$ cat config.mk
export PLATFORM = sky130hd
export DESIGN_NAME = alu_logic_seq
export DESIGN_NICKNAME = d
export VERILOG_FILES = /design/src/rtl/alu_defs.sv /design/src/rtl/logic_slice.sv /design/src/rtl/alu_logic_seq.sv
export SDC_FILE = /design/constraint.sdc
export NUM_CORES = 1
export LEC_CHECK = 0
export ABC_AREA = 1
export CORE_AREA = 2 2 105 107
export CTS_BUF_LIST = sky130_fd_sc_hd__clkbuf_16
export CTS_CLUSTER_DIAMETER = 100
export DETAILED_ROUTE_END_ITERATION = 8
export DIE_AREA = 0 0 107 109
export DONT_BUFFER_PORTS = 1
export GPL_TIMING_DRIVEN = 0
export HOLD_SLACK_MARGIN = 0.03
export PLACE_DENSITY_LB_ADDON = 0.12
export SLEW_MARGIN = 0
export SYNTH_ARGS = -nofsm -noshare
export SYNTH_HDL_FRONTEND = slang
export SYNTH_SLANG_ARGS = --single-unit
export TNS_END_PERCENT = 10
$ cat constraint.sdc
create_clock -name clk -period 4.94 [get_ports clk]
set_clock_uncertainty 0.2 [all_clocks]
set_input_delay 0.988 -clock clk [delete_from_list [all_inputs] [get_ports clk]]
set_output_delay 0.988 -clock clk [all_outputs]
set_load 0.03 [all_outputs]
$ cat src/rtl/alu_defs.sv
// Shared definitions for the sequential logic unit:
// opcode constants and FSM state encodings.
package alu_defs;

  localparam logic [1:0] OP_AND = 2'b00;
  localparam logic [1:0] OP_OR  = 2'b01;
  localparam logic [1:0] OP_XOR = 2'b10;
  localparam logic [1:0] OP_NOR = 2'b11;

  typedef enum logic [1:0] {
    S_IDLE = 2'b00,
    S_RUN  = 2'b01,
    S_DONE = 2'b10
  } state_t;

endpackage

$ cat src/rtl/logic_slice.sv
// One SLICE-bit wide bitwise operator,
// selected by the 2-bit opcode.
module logic_slice
  import alu_defs::*;
#(
  parameter int SLICE = 8
) (
  input  logic [1:0]       op,
  input  logic [SLICE-1:0] a,
  input  logic [SLICE-1:0] b,
  output logic [SLICE-1:0] y
);

  // Pure bitwise evaluation; no carry between bits.
  always_comb begin
    y = '0;
    unique case (op)
      OP_AND: y = a & b;
      OP_OR:  y = a | b;
      OP_XOR: y = a ^ b;
      OP_NOR: y = ~(a | b);
    endcase
  end

endmodule

$ cat src/rtl/alu_logic_seq.sv
// Multi-cycle bitwise logic unit, one slice per clock.
// ALU_LOGIC_OVERLAP_EN: accept a new request on the response edge.
module alu_logic_seq
  import alu_defs::*;
#(
  parameter int WIDTH = 32,
  parameter int SLICE = 8
) (
  input  logic             clk,
  input  logic             rst_n,
  input  logic             in_valid,
  output logic             in_ready,
  input  logic [1:0]       op,
  input  logic [WIDTH-1:0] a,
  input  logic [WIDTH-1:0] b,
  output logic             out_valid,
  input  logic             out_ready,
  output logic [WIDTH-1:0] y,
  output logic             zero,
  output logic             busy
);

  localparam int N  = WIDTH / SLICE;
  localparam int IW = (N > 1) ? $clog2(N) : 1;
  localparam logic [IW-1:0] LAST = IW'(N - 1);

  if (WIDTH % SLICE != 0) begin : g_bad_slice
    $error("SLICE must divide WIDTH");
  end

  state_t                       state;
  logic [IW-1:0]                idx;
  logic [1:0]                   op_l;
  logic [N-1:0][SLICE-1:0]      a_l;
  logic [N-1:0][SLICE-1:0]      b_l;
  logic [N-1:0][SLICE-1:0]      y_q;
  logic [SLICE-1:0]             r_s;
  logic                         accept;

  logic_slice #(
    .SLICE (SLICE)
  ) u_slice (
    .op (op_l),
    .a  (a_l[idx]),
    .b  (b_l[idx]),
    .y  (r_s)
  );

  // Request side is open in IDLE (and on the response edge when overlapped).
`ifdef ALU_LOGIC_OVERLAP_EN
  always_comb in_ready = (state == S_IDLE) ||
                         ((state == S_DONE) && out_ready);
`else
  always_comb in_ready = (state == S_IDLE);
`endif

  always_comb accept    = in_valid && in_ready;
  always_comb out_valid = (state == S_DONE);
  always_comb busy      = (state != S_IDLE);
  always_comb y         = y_q;
  always_comb zero      = ~|y_q;

  // Control FSM, operand latch and slice-by-slice result update.
  always_ff @(posedge clk or negedge rst_n) begin
    if (!rst_n) begin
      state <= S_IDLE;
      idx   <= '0;
      op_l  <= '0;
      a_l   <= '0;
      b_l   <= '0;
      y_q   <= '0;
    end else begin
      unique case (state)
        S_IDLE: begin
          if (accept) begin
            op_l  <= op;
            a_l   <= a;
            b_l   <= b;
            y_q   <= '0;
            idx   <= '0;
            state <= S_RUN;
          end
        end
        S_RUN: begin
          y_q[idx] <= r_s;
          if (idx == LAST) begin
            idx   <= '0;
            state <= S_DONE;
          end else begin
            idx <= idx + 1'b1;
          end
        end
        S_DONE: begin
          if (out_ready) begin
            if (accept) begin
              op_l  <= op;
              a_l   <= a;
              b_l   <= b;
              y_q   <= '0;
              idx   <= '0;
              state <= S_RUN;
            end else begin
              state <= S_IDLE;
            end
          end
        end
        default: state <= S_IDLE;
      endcase
    end
  end

endmodule

* Word level (Yosys, flattened, before mapping)
Cells that the tools add are included.
** Word-level totals
- Logic and storage cells :: 72
- Output and inout bits :: 36
- Bits of input ports :: 70
- Register bits :: 102
** Cells by class
- Equality and inequality tests :: 9
- $lt $le $gt $ge :: 2
- Bitwise gates (word level) :: 4
- Mux-type cells :: 29
- $add $sub $neg :: 1
- Reduce and logical (&&, ||, !) cells :: 12
** Operators by type and width (count)
- 32-bit two-way mux :: 6
- 32-bit case mux with 2 select lines :: 2
- 32-bit case mux with 3 select lines :: 1
- 8-bit binary-select mux with 2-bit select :: 2
- 32-bit bitwise mux :: 1
- 8-bit case mux with 4 select lines :: 1
- 32-bit OR reduction :: 1
- 8-bit two-way mux :: 3
- 8-bit demux with 2-bit select :: 1
- 2-bit two-way mux :: 8
- 2-bit case mux with 3 select lines :: 2
- 8-bit bitwise AND :: 1
- 2-bit == test (second input constant) :: 4
- 8-bit inverter :: 1
- 8-bit bitwise OR :: 1
- 8-bit XOR :: 1
- 2-bit by 1-bit == test with 1-bit output (second input constant) :: 2
- 2-bit zero test :: 2
- 2-bit by 1-bit inequality test with 1-bit output (second input constant) :: 2
- 2-bit case mux with 2 select lines :: 1
- 2-bit AND reduction :: 2
- 2-bit nonzero test :: 2
- 2-bit by 3-bit less-than comparator with 1-bit output (second input constant) :: 1
- 3-bit AND reduction :: 1
- 7 further kinds :: 8

* Depth between registers and ports, before layout
Gate-level depths: netlist (run 1).
- Depth after elaboration :: 7
- Gate-level depth with buffers :: 14
- Mapped depth without buffers :: 12

* Modules after synthesis
A second synthesis (run 1) with hierarchy kept.
** Unflattened totals
- Cells, all modules :: 672
- Area, all modules :: 5365.1 µm²
** By module, submodules not included
- alu_logic_seq :: instances 1, cells each 586, area an instance 4804.6 µm², sequential area each 2552.4 µm²
- logic_slice :: instances 1, cells each 86, area an instance 560.5 µm², sequential area each 0.0 µm²

* Least setup slack after synthesis (run 1)
No wires, ideal clock.
- Kind :: reg-to-output
- Start point :: reg y_q, in the netlist y[31]
- End point :: out zero
- Required time :: 3752 ps
- Cell stages (with the launch flop) :: 6
- Path buffers :: 0
- Slack :: 2524 ps
- Arrival :: 1228 ps
- Cell sequence :: dfrtp_1 nor2_1 nand2_1 nor2_1 nand2_1 nor2_1
** On the way
- Word-level cells in the longest chain between the ends :: 2
** Ends and longest elaborated chain
- start, declared :: RTL line alu_logic_seq.sv:36 : logic [N-1:0][SLICE-1:0] y_q;
- start signal, assigned by index :: RTL line alu_logic_seq.sv:85 : y_q[idx] <= r_s;
- 32-bit OR reduction :: RTL line alu_logic_seq.sv:61 : always_comb zero = ~|y_q;
- 1-bit zero test :: RTL line alu_logic_seq.sv:61
- end, declared :: RTL line alu_logic_seq.sv:19 : output logic zero,
No other way between the ends.

* Final worst setup path (run 1)
- Start point :: reg y_q, in the netlist y[11]
- End point :: out zero
Same word-level chain as after synthesis.

==> flow_results.org, run 1 <==
** Status
- The flow ran to the end, and the final reports show no timing, DRC or antenna violations.

** Critical path
- Worst-path fanout max :: 3
- Launching element type of the critical path :: flip-flop
- Crit path capture type :: primary output
- Crit-path max cell delay :: 510 ps
- Crit-path slowest cell :: dfrtp_1
- In this design, the critical path's most frequently occurring cell is nor2_1.
- STA puts the critical path data arrival time at 1720 ps.
- WP buf/inv :: 0
- For the worst setup path, the data required time is approximately 3800 ps.
- The setup path with the least slack is of type reg2out.
- Cells along the critical path :: nor2_1 > nand2_1 > nor2_1 > nand2_1 > nor2_1
- In this design, the largest share of critical-path delay is due to simple AND/OR/NAND/NOR gates.

** Global route
- Global routing used 24.6% of the available tracks across all layers.
- Remaining global-route overflow :: 0
- Global-route wire length before repair :: roughly 22000 um
- Largest net degree at the start of global routing :: 103
- The number of antenna violations at the first check in global routing came to 0.
- Vias in the first global route :: 4413

** Logic synthesis
- Net count after synthesis :: roughly 760
- In the synthesized netlist, the cells that appear most often are nand2_1 (290), dfrtp_1 (102), inv_1 (68).
- Post-synth EDFFs :: 0
- Post-synth top area share :: 49.1%
- Of all cell types, the one taking the most synthesized area is dfrtp_1.
- In this run the cell area of the synthesized design comes to around 5200 um^2.
- Main area contributors after synthesis :: dfrtp_1 (49%), nand2_1 (21%), inv_1 (4.9%)
- Yosys reg bits :: slightly above 100
- The synthesized netlist contains 22 unique library cells.
- Count of yosys warnings during synthesis :: 0
- Seq/Total Area, Yosys :: between 40% and 50%
- Synthesis produced roughly 670 cells.
- Of all flip-flops after synthesis, the portion carrying an async set or reset was 100%.
- By instance count, the leading cell after synthesis is nand2_1.
- Commonest register cell after synthesis :: dfrtp_1
- Dividing the synthesized area by the synthesized cell count gives 7.80 um^2.

** STA
- The number of slew-limit violations in the final report came to 0.
- Max-Slew Margin vs Limit :: 58.7%
- Post-Route Setup TNS :: 0 ps
- Once routing completed, OpenROAD measured the worst setup slack at around 2000 ps.
- For the finished layout, the period the worst path requires is 2910 ps.
- For the pin with the worst max-slew slack, the measured transition is 620 ps.
- Final Hold Viols :: 0
- Peak Freq :: 344 MHz
- After layout, the worst path uses 58.8% of the clock period.
- Setup repair after global routing left no endpoint under its margin.
- Setup violations remaining at the end of the flow were counted as 0.

** Die
- After floorplanning, the core was sized to cover 10600 um^2.
- Number of top-level pins :: 106
- Chip Height :: 109 um
- Once the floorplan was initialized, standard cells occupied about half of the core.
- Number of core rows :: 38
- The floorplan step defined a die boundary enclosing around 12000 um^2.
- The die is between 100 and 150 um wide.

** Route
- After detailed routing, the total wire length is 13300 um.
- After detailed routing, the number of vias per cell comes to 5.21.
- The count of nets left with antenna violations once routing finished came out at 0.
- For this run, design rule violations remaining after detail routing come to 0.
- First-pass iteration count of the detailed router :: 5
- Violation count after the first detailed-routing iteration :: 290
- Total number of vias :: 4284
- Dividing the detail-routed wire length by the instance count gives 16.2 um.

** CTS
- In this run the clock root is driven by a clkbuf_16.
- The clock reaches the later pin of the worst-skew pair after 340 ps.
- Clock buffer depth :: 2
- Buffers inserted to repair hold after CTS numbered 0.
- For this design, the sink count on the clock tree is 102.
- Buffers added to address setup during post-CTS repair amount to 0.
- The clock tree synthesis step divided the H-tree into 3 levels.
- TritonCTS built the clock tree.
- In this run, CTS created clock tree buffers numbering 9.
- Clock edge transition at the registers on the reported setup and hold paths :: 70 ps
- Post-cts sizing count :: 0

** Min path
- Tightest Hold Check Type :: in2async

** Finish
- Once layout is complete, the utilization of the core stands at 53.2%.
- After filler insertion, the fill cell instance count of the layout stands at 1050.
- Share of post-route cells with drive strength above 1 :: 6.44%
- Number of nets in the layout :: 768
- Number of antenna diodes :: 0
- Compared with the post-synthesis result, the final layout area differs by 8.35%.
- Post-route cell area :: 5640 um^2

** Pwr
- Dividing total power by cell area gives a power density of 759 nW/um^2.
- Static power due to leakage :: 3.01 nW
- IR analysis of the VDD net gives a maximum drop of 300 uV.

** Place
- Routability-driven placement finished with a final weighted congestion of 0.850.
- During placement, the flow inserted port buffers numbering 0.
- Standard cell area after detailed placement :: 5380 um^2
- At the placement stage, the worst setup path has a slack of 2130 ps.
- Summed over all nets, the half-perimeter wirelength after detailed placement is 9770 um.

** Flow run
- The tool flagged a number of max-cap violations equal to 0.
sequential cells by signal, indices dropped and copies added (netlist names):
register	flops
a_l	32
b_l	32
y	32
idx	2
op_l	2
state	2
path summary, 6_finish.rpt:
check	slack [ps]	cells after the start	endpoint	from
hold reg to reg	270	2	b_l[29]$_DFFE_PN0P_	b_l[29]$_DFFE_PN0P_
setup / recovery	2030	5	zero	y[11]$_DFFE_PN0P_
min in group clk	270	2	b_l[29]$_DFFE_PN0P_	b_l[29]$_DFFE_PN0P_
setup reg to reg	2190	13	y[22]$_DFFE_PN0P_	idx[0]$_DFFE_PN0P_
hold / removal	130	0	y[22]$_DFFE_PN0P_	rst_n
max in group asynchronous	4240	0	y[12]$_DFFE_PN0P_	rst_n
through the flow:
stage	cells	total power, mW	hold slack (ps)
after floorplan	667	3.09	244
after global placement	807	3.59	257
after detailed placement	807	3.66	260
after CTS	823	4.30	131
after global routing	823	4.72	130
final	823	4.28	133
worst reg2reg max path, cell delays in order, from the launching register on:
cell and delay, ps:
dfrtp_1 430, inv_1 90, buf_2 220, clkbuf_1 460, o21ai_0 230, nand2_1 170
inv_1 60, ha_1 280, nand2_1 70, nand2_1 50, nand2_1 50, nand2_1 160
nand2_1 120, nand2_1 50
routing by layer:
metal	vias up	wire, um	share of wire, %	track usage [%]
met5	-	0	0	0
met4	0	157	1.2	6.22
met3	14	915	6.9	4.90
met2	140	6540	49	43.4
met1	2026	5740	43	31.2
li1	2104	-	-	-
area by class of cell:
type                            count  area [um^2]  share of cell area (%)
Sequential cell                   102         2550                    45.3
Multi-Input combinational cell    468         2210                    39.2
Inverter                           70          265                    4.71
Clock buffer                        9          225                    4.00
Buffer                             27          176                    3.13
Tap cell                          140          175                    3.11
Clock inverter                      7         33.8                   0.599
cells by family (layout without fill, tap and decap cells):
group	Yosys count	in the layout	share of synthesized area [%]
adder cells (fa/ha/maj)	20	20	4.81
AO/OA/AOI/OAI	84	84	8.88
flip-flops	102	102	49.1
buffers and inverters	97	113	8.49
AND/OR/NAND/NOR	364	364	28.7
cells in the final DEF, fill, tap and decap left out, types with 2 or more instances in the layout:
cell type / synthesis / final
a21oi_1: 16 / 16
buf_1: 2 / 2
buf_2: 9 / 9
buf_6: 7 / 7
clkbuf_1: 8 / 8
clkbuf_16: 0 / 9
clkinv_2: 0 / 3
dfrtp_1: 102 / 102
ha_1: 20 / 20
inv_1: 68 / 70
nand2_1: 290 / 290
nand3_1: 39 / 39
nor2_1: 23 / 23
nor2_4: 9 / 9
o211ai_1: 16 / 16
o21ai_0: 18 / 18
o21ai_1: 33 / 33
where the power goes:
group / total [mW] / leakage (nW) / switching (mW) / internal, mW
Clock: 0.635 / 0.135 / 0.301 / 0.334
Sequential: 1.58 / 1.29 / 0.380 / 1.20
Combinational: 2.06 / 1.59 / 1.40 / 0.667
Note: power is estimated with default switching activity, not from simulation.
==> inputs of run 2 (changes only) <==
- clock period: 4.94 -> 2.9 ns (I/O delays scaled with it)
==> run 2 against run 1 <==
Net effect: the run now ends with hold timing left; wire length up 0.11%; sequential power up 71%; hold slack worse by 410 ps; non-clock buffer count unchanged; global-route usage unchanged; register-to-register slack worse by 1900 ps; cell count unchanged; total power up 70%; sequential share of layout area about the same; flip-flop and latch count unchanged.
==> flow_results.org, run 2 (synthesized netlist as in run 1, its figures left out) <==
** Global route
- Remaining global-route overflow :: 0 (unchanged)
- Largest net degree at the start of global routing :: 103 (unchanged)
- Initial antenna violation count :: 0 (unchanged)
- Global-route wire length before repair :: 22000 um (unchanged)
- The global router's overall resource usage is 24.6% (unchanged).
- Vias in the first global route :: 4413 (unchanged)

** Critical path
- Capture point of the worst path :: y[22]$_DFFE_PN0P_
- Category of the critical setup timing path :: reg2reg
- The number of cells on the worst reg-to-reg path came to 12 (-1).
- The flop-to-flop setup slack is 290 ps (-1900 ps).
- Crit-path max cell delay :: 510 ps (about the same)
- The worst setup path is captured at a flip-flop.
- Launching element type of the critical path :: flip-flop
- Data required time at the worst endpoint :: 2940 ps (-810 ps)
- The most critical setup path has its startpoint at idx[1]$_DFFE_PN0P_.
- In this run the critical register-to-register path is captured at y[22]$_DFFE_PN0P_.
- Cells along the critical path :: inv_1 > clkbuf_1 > o211ai_1 > nand2_1 > inv_1 > ha_1 > nand2_1 > nand2_1 > nand2_1 > nand2_1 > nand2_1 > nand2_1
- Critical Path AT :: 2650 ps (+930 ps)
- Critical register-to-register path startpoint :: idx[1]$_DFFE_PN0P_
- For this design, the slowest cell found on the critical path is clkbuf_1.
- The critical-path maximum fanout is 11 (+8).
- Counting stages on the worst path, the most repeated cell is nand2_1.

** STA
- Peak Freq :: about 380 MHz
- Setup repair after global routing left no endpoint under its margin.
- The worst hold margin is -276 ps (-409 ps).
- Final Max Tran Viols :: 0 (unchanged)
- Ratio of final minimum period to clock period :: 90.0%
- The final setup TNS came to 0 ps (unchanged).
- The final hold violation count was 102 (+102).
- The slew of the pin with the lowest slew margin came to 619 ps (-0.299 ps).
- The normalized max-slew margin came to 58.7% (about the same).
- For the finished layout, the period the worst path requires is 2610 ps.
- Number of setup violations in the final report :: 0 (unchanged)

** CTS
- TritonCTS built the clock tree.
- The worst-skew pair later-pin latency came to 340 ps (about the same).
- The CTS clock-pin slew for the worst setup and hold paths was 70 ps (about the same).
- The buffers inserted during post-CTS setup optimization is 0 (unchanged).
- Total number of H-tree levels :: 3 (unchanged)
- The tree is rooted in a clkbuf_16.
- The TritonCTS buffer count is 9 (unchanged).
- The maximum buffer depth of the clock tree came to 2 (unchanged).
- The clock sink count came to 102 (unchanged).

** Finish
- The area growth from synthesis to final layout came to 8.37% (about the same).
- Number of antenna diodes :: 0 (unchanged)
- Final non-filler cell total :: 823 (unchanged)
- The top cell types in the final layout, fill and taps aside, are nand2_1 (290), dfrtp_1 (102), inv_1 (70).
- Most common cell after layout, fill and taps aside :: nand2_1
- The net count of the finished layout was 768 (unchanged).
- Final core area utilization :: 53.2% (about the same)
- The fraction of layout instances using a drive strength above 1 came to 6.59% (+0.15 points).

** Die
- Overall die area :: 11700 um^2 (unchanged)
- The initial cell density of the core was 49.1% (unchanged).
- Die boundary width :: 107 um (unchanged)
- The chip height is 109 um (unchanged).
- The core outline area came to 10600 um^2 (unchanged).
- The number of ports placed on the die boundary is 106 (unchanged).
- The row count came to 38 (unchanged).

** Min path
- Tightest Hold Check Type :: in2async

** Route
- The routed via count is 4276 (-0.19%).
- The post-detailed-route count of antenna-violating nets came to 0 (unchanged).
- The count of routing violations after the opening detailed-route iteration came to 294 (+1.4%).
- Via density per instance :: 5.20 (-0.19%)
- Wire per inst :: 16.2 um (+0.11%)
- The total detailed-routing wirelength came to 13400 um (+0.11%).
- First-pass iteration count of the detailed router :: 5 (unchanged)
- The detailed-route DRC error count was 0 (unchanged).

** Status
- Outcome :: finished with violations
- Violated checks :: hold timing

** Place
- The number of input and output port buffers inserted came to 0 (unchanged).
- The detailed-placement wirelength estimate came to 9770 um (unchanged).
- The cell total after placement was 807 (unchanged).
- The final weighted congestion of routability-driven global placement came to 0.850 (unchanged).

** Pwr
- The static power due to leakage is 3.02 nW (about the same).
- The power per cell area came to 1290 nW/um^2 (+70%).
- The peak supply drop came to 511 uV (+70%).

** Flow run
- Max-cap check violation count :: 0 (unchanged)
-- run 2: cell counts in the layout (fill, tap and decap cells not counted) --
No cell type changed its count.
-- run 2: layout make-up --
cell class | count | area (um^2)
Clock buffer | 9 | 225
Tap cell | 140 | 175
Buffer | 27 | 178
Sequential cell | 102 | 2550
Inverter | 70 | 265
Clock inverter | 7 | 33.8
Fill cell | 1049 | 4970
Multi-Input combinational cell | 468 | 2210
-- run 2: metrics by stage --
| step | instance area, um^2 | setup WS (ps) | hold slack [ps] | total power, mW |
|---|---|---|---|---|
| 6_report | 5640 | 290 | -276 | 7.30 |
| 5_1_grt | 5640 | 65.2 | -278 | 8.04 |
| 4_1_cts | 5640 | 77.3 | -277 | 7.33 |
| 3_5_place_dp | 5380 | 91.7 | 87.3 | 6.24 |
| 3_3_place_gp | 5380 | 134 | 87.5 | 6.12 |
| 2_1_floorplan | 5200 | 866 | 84.4 | 5.27 |
-- run 2: how the worst min path moves through the flow --
stage	slack [ps]	startpoint	cells past startpoint	endpoint
final	-280	rst_n	0	y[22]$_DFFE_PN0P_
after global routing	-280	rst_n	0	y[21]$_DFFE_PN0P_
after CTS	-280	rst_n	0	y[1]$_DFFE_PN0P_
after detailed placement	90	rst_n	0	y[21]$_DFFE_PN0P_
after global placement	90	rst_n	0	y[22]$_DFFE_PN0P_
after floorplan	80	rst_n	0	a_l[0]$_DFFE_PN0P_
-- run 2: per-layer routing --
layer  wire length, um  track usage, %  up-vias
met4               157            6.22        0
met1              5700            31.2     2027
met3               908            4.90       14
met5                 0               0        -
met2              6590            43.4      131
li1                  -               -     2104
-- run 2: where the power goes --
part | total [mW] | switching [mW] | internal [mW]
combinational | 3.52 | 2.38 | 1.14
sequential | 2.70 | 0.648 | 2.05
clock | 1.08 | 0.515 | 0.568
total | 7.30 | 3.54 | 3.75
-- run 2: timing repair --
| item | 4_1_cts | 5_1_grt |
|---|---|---|
| endpoints found under the hold margin | 102 | 102 |
| resized for setup | 0 | 2 |
| endpoints found under the setup margin | 0 | 4 |
-- run 2: critical path, delay by kind of cell (launching register included) --
kind / cells / cell delay (ps)
AND/OR/NAND/NOR: 7 / 670
buffers and inverters: 3 / 750
adder cells (fa/ha/maj): 1 / 280
flip-flops: 1 / 420
AO/OA/AOI/OAI: 1 / 170
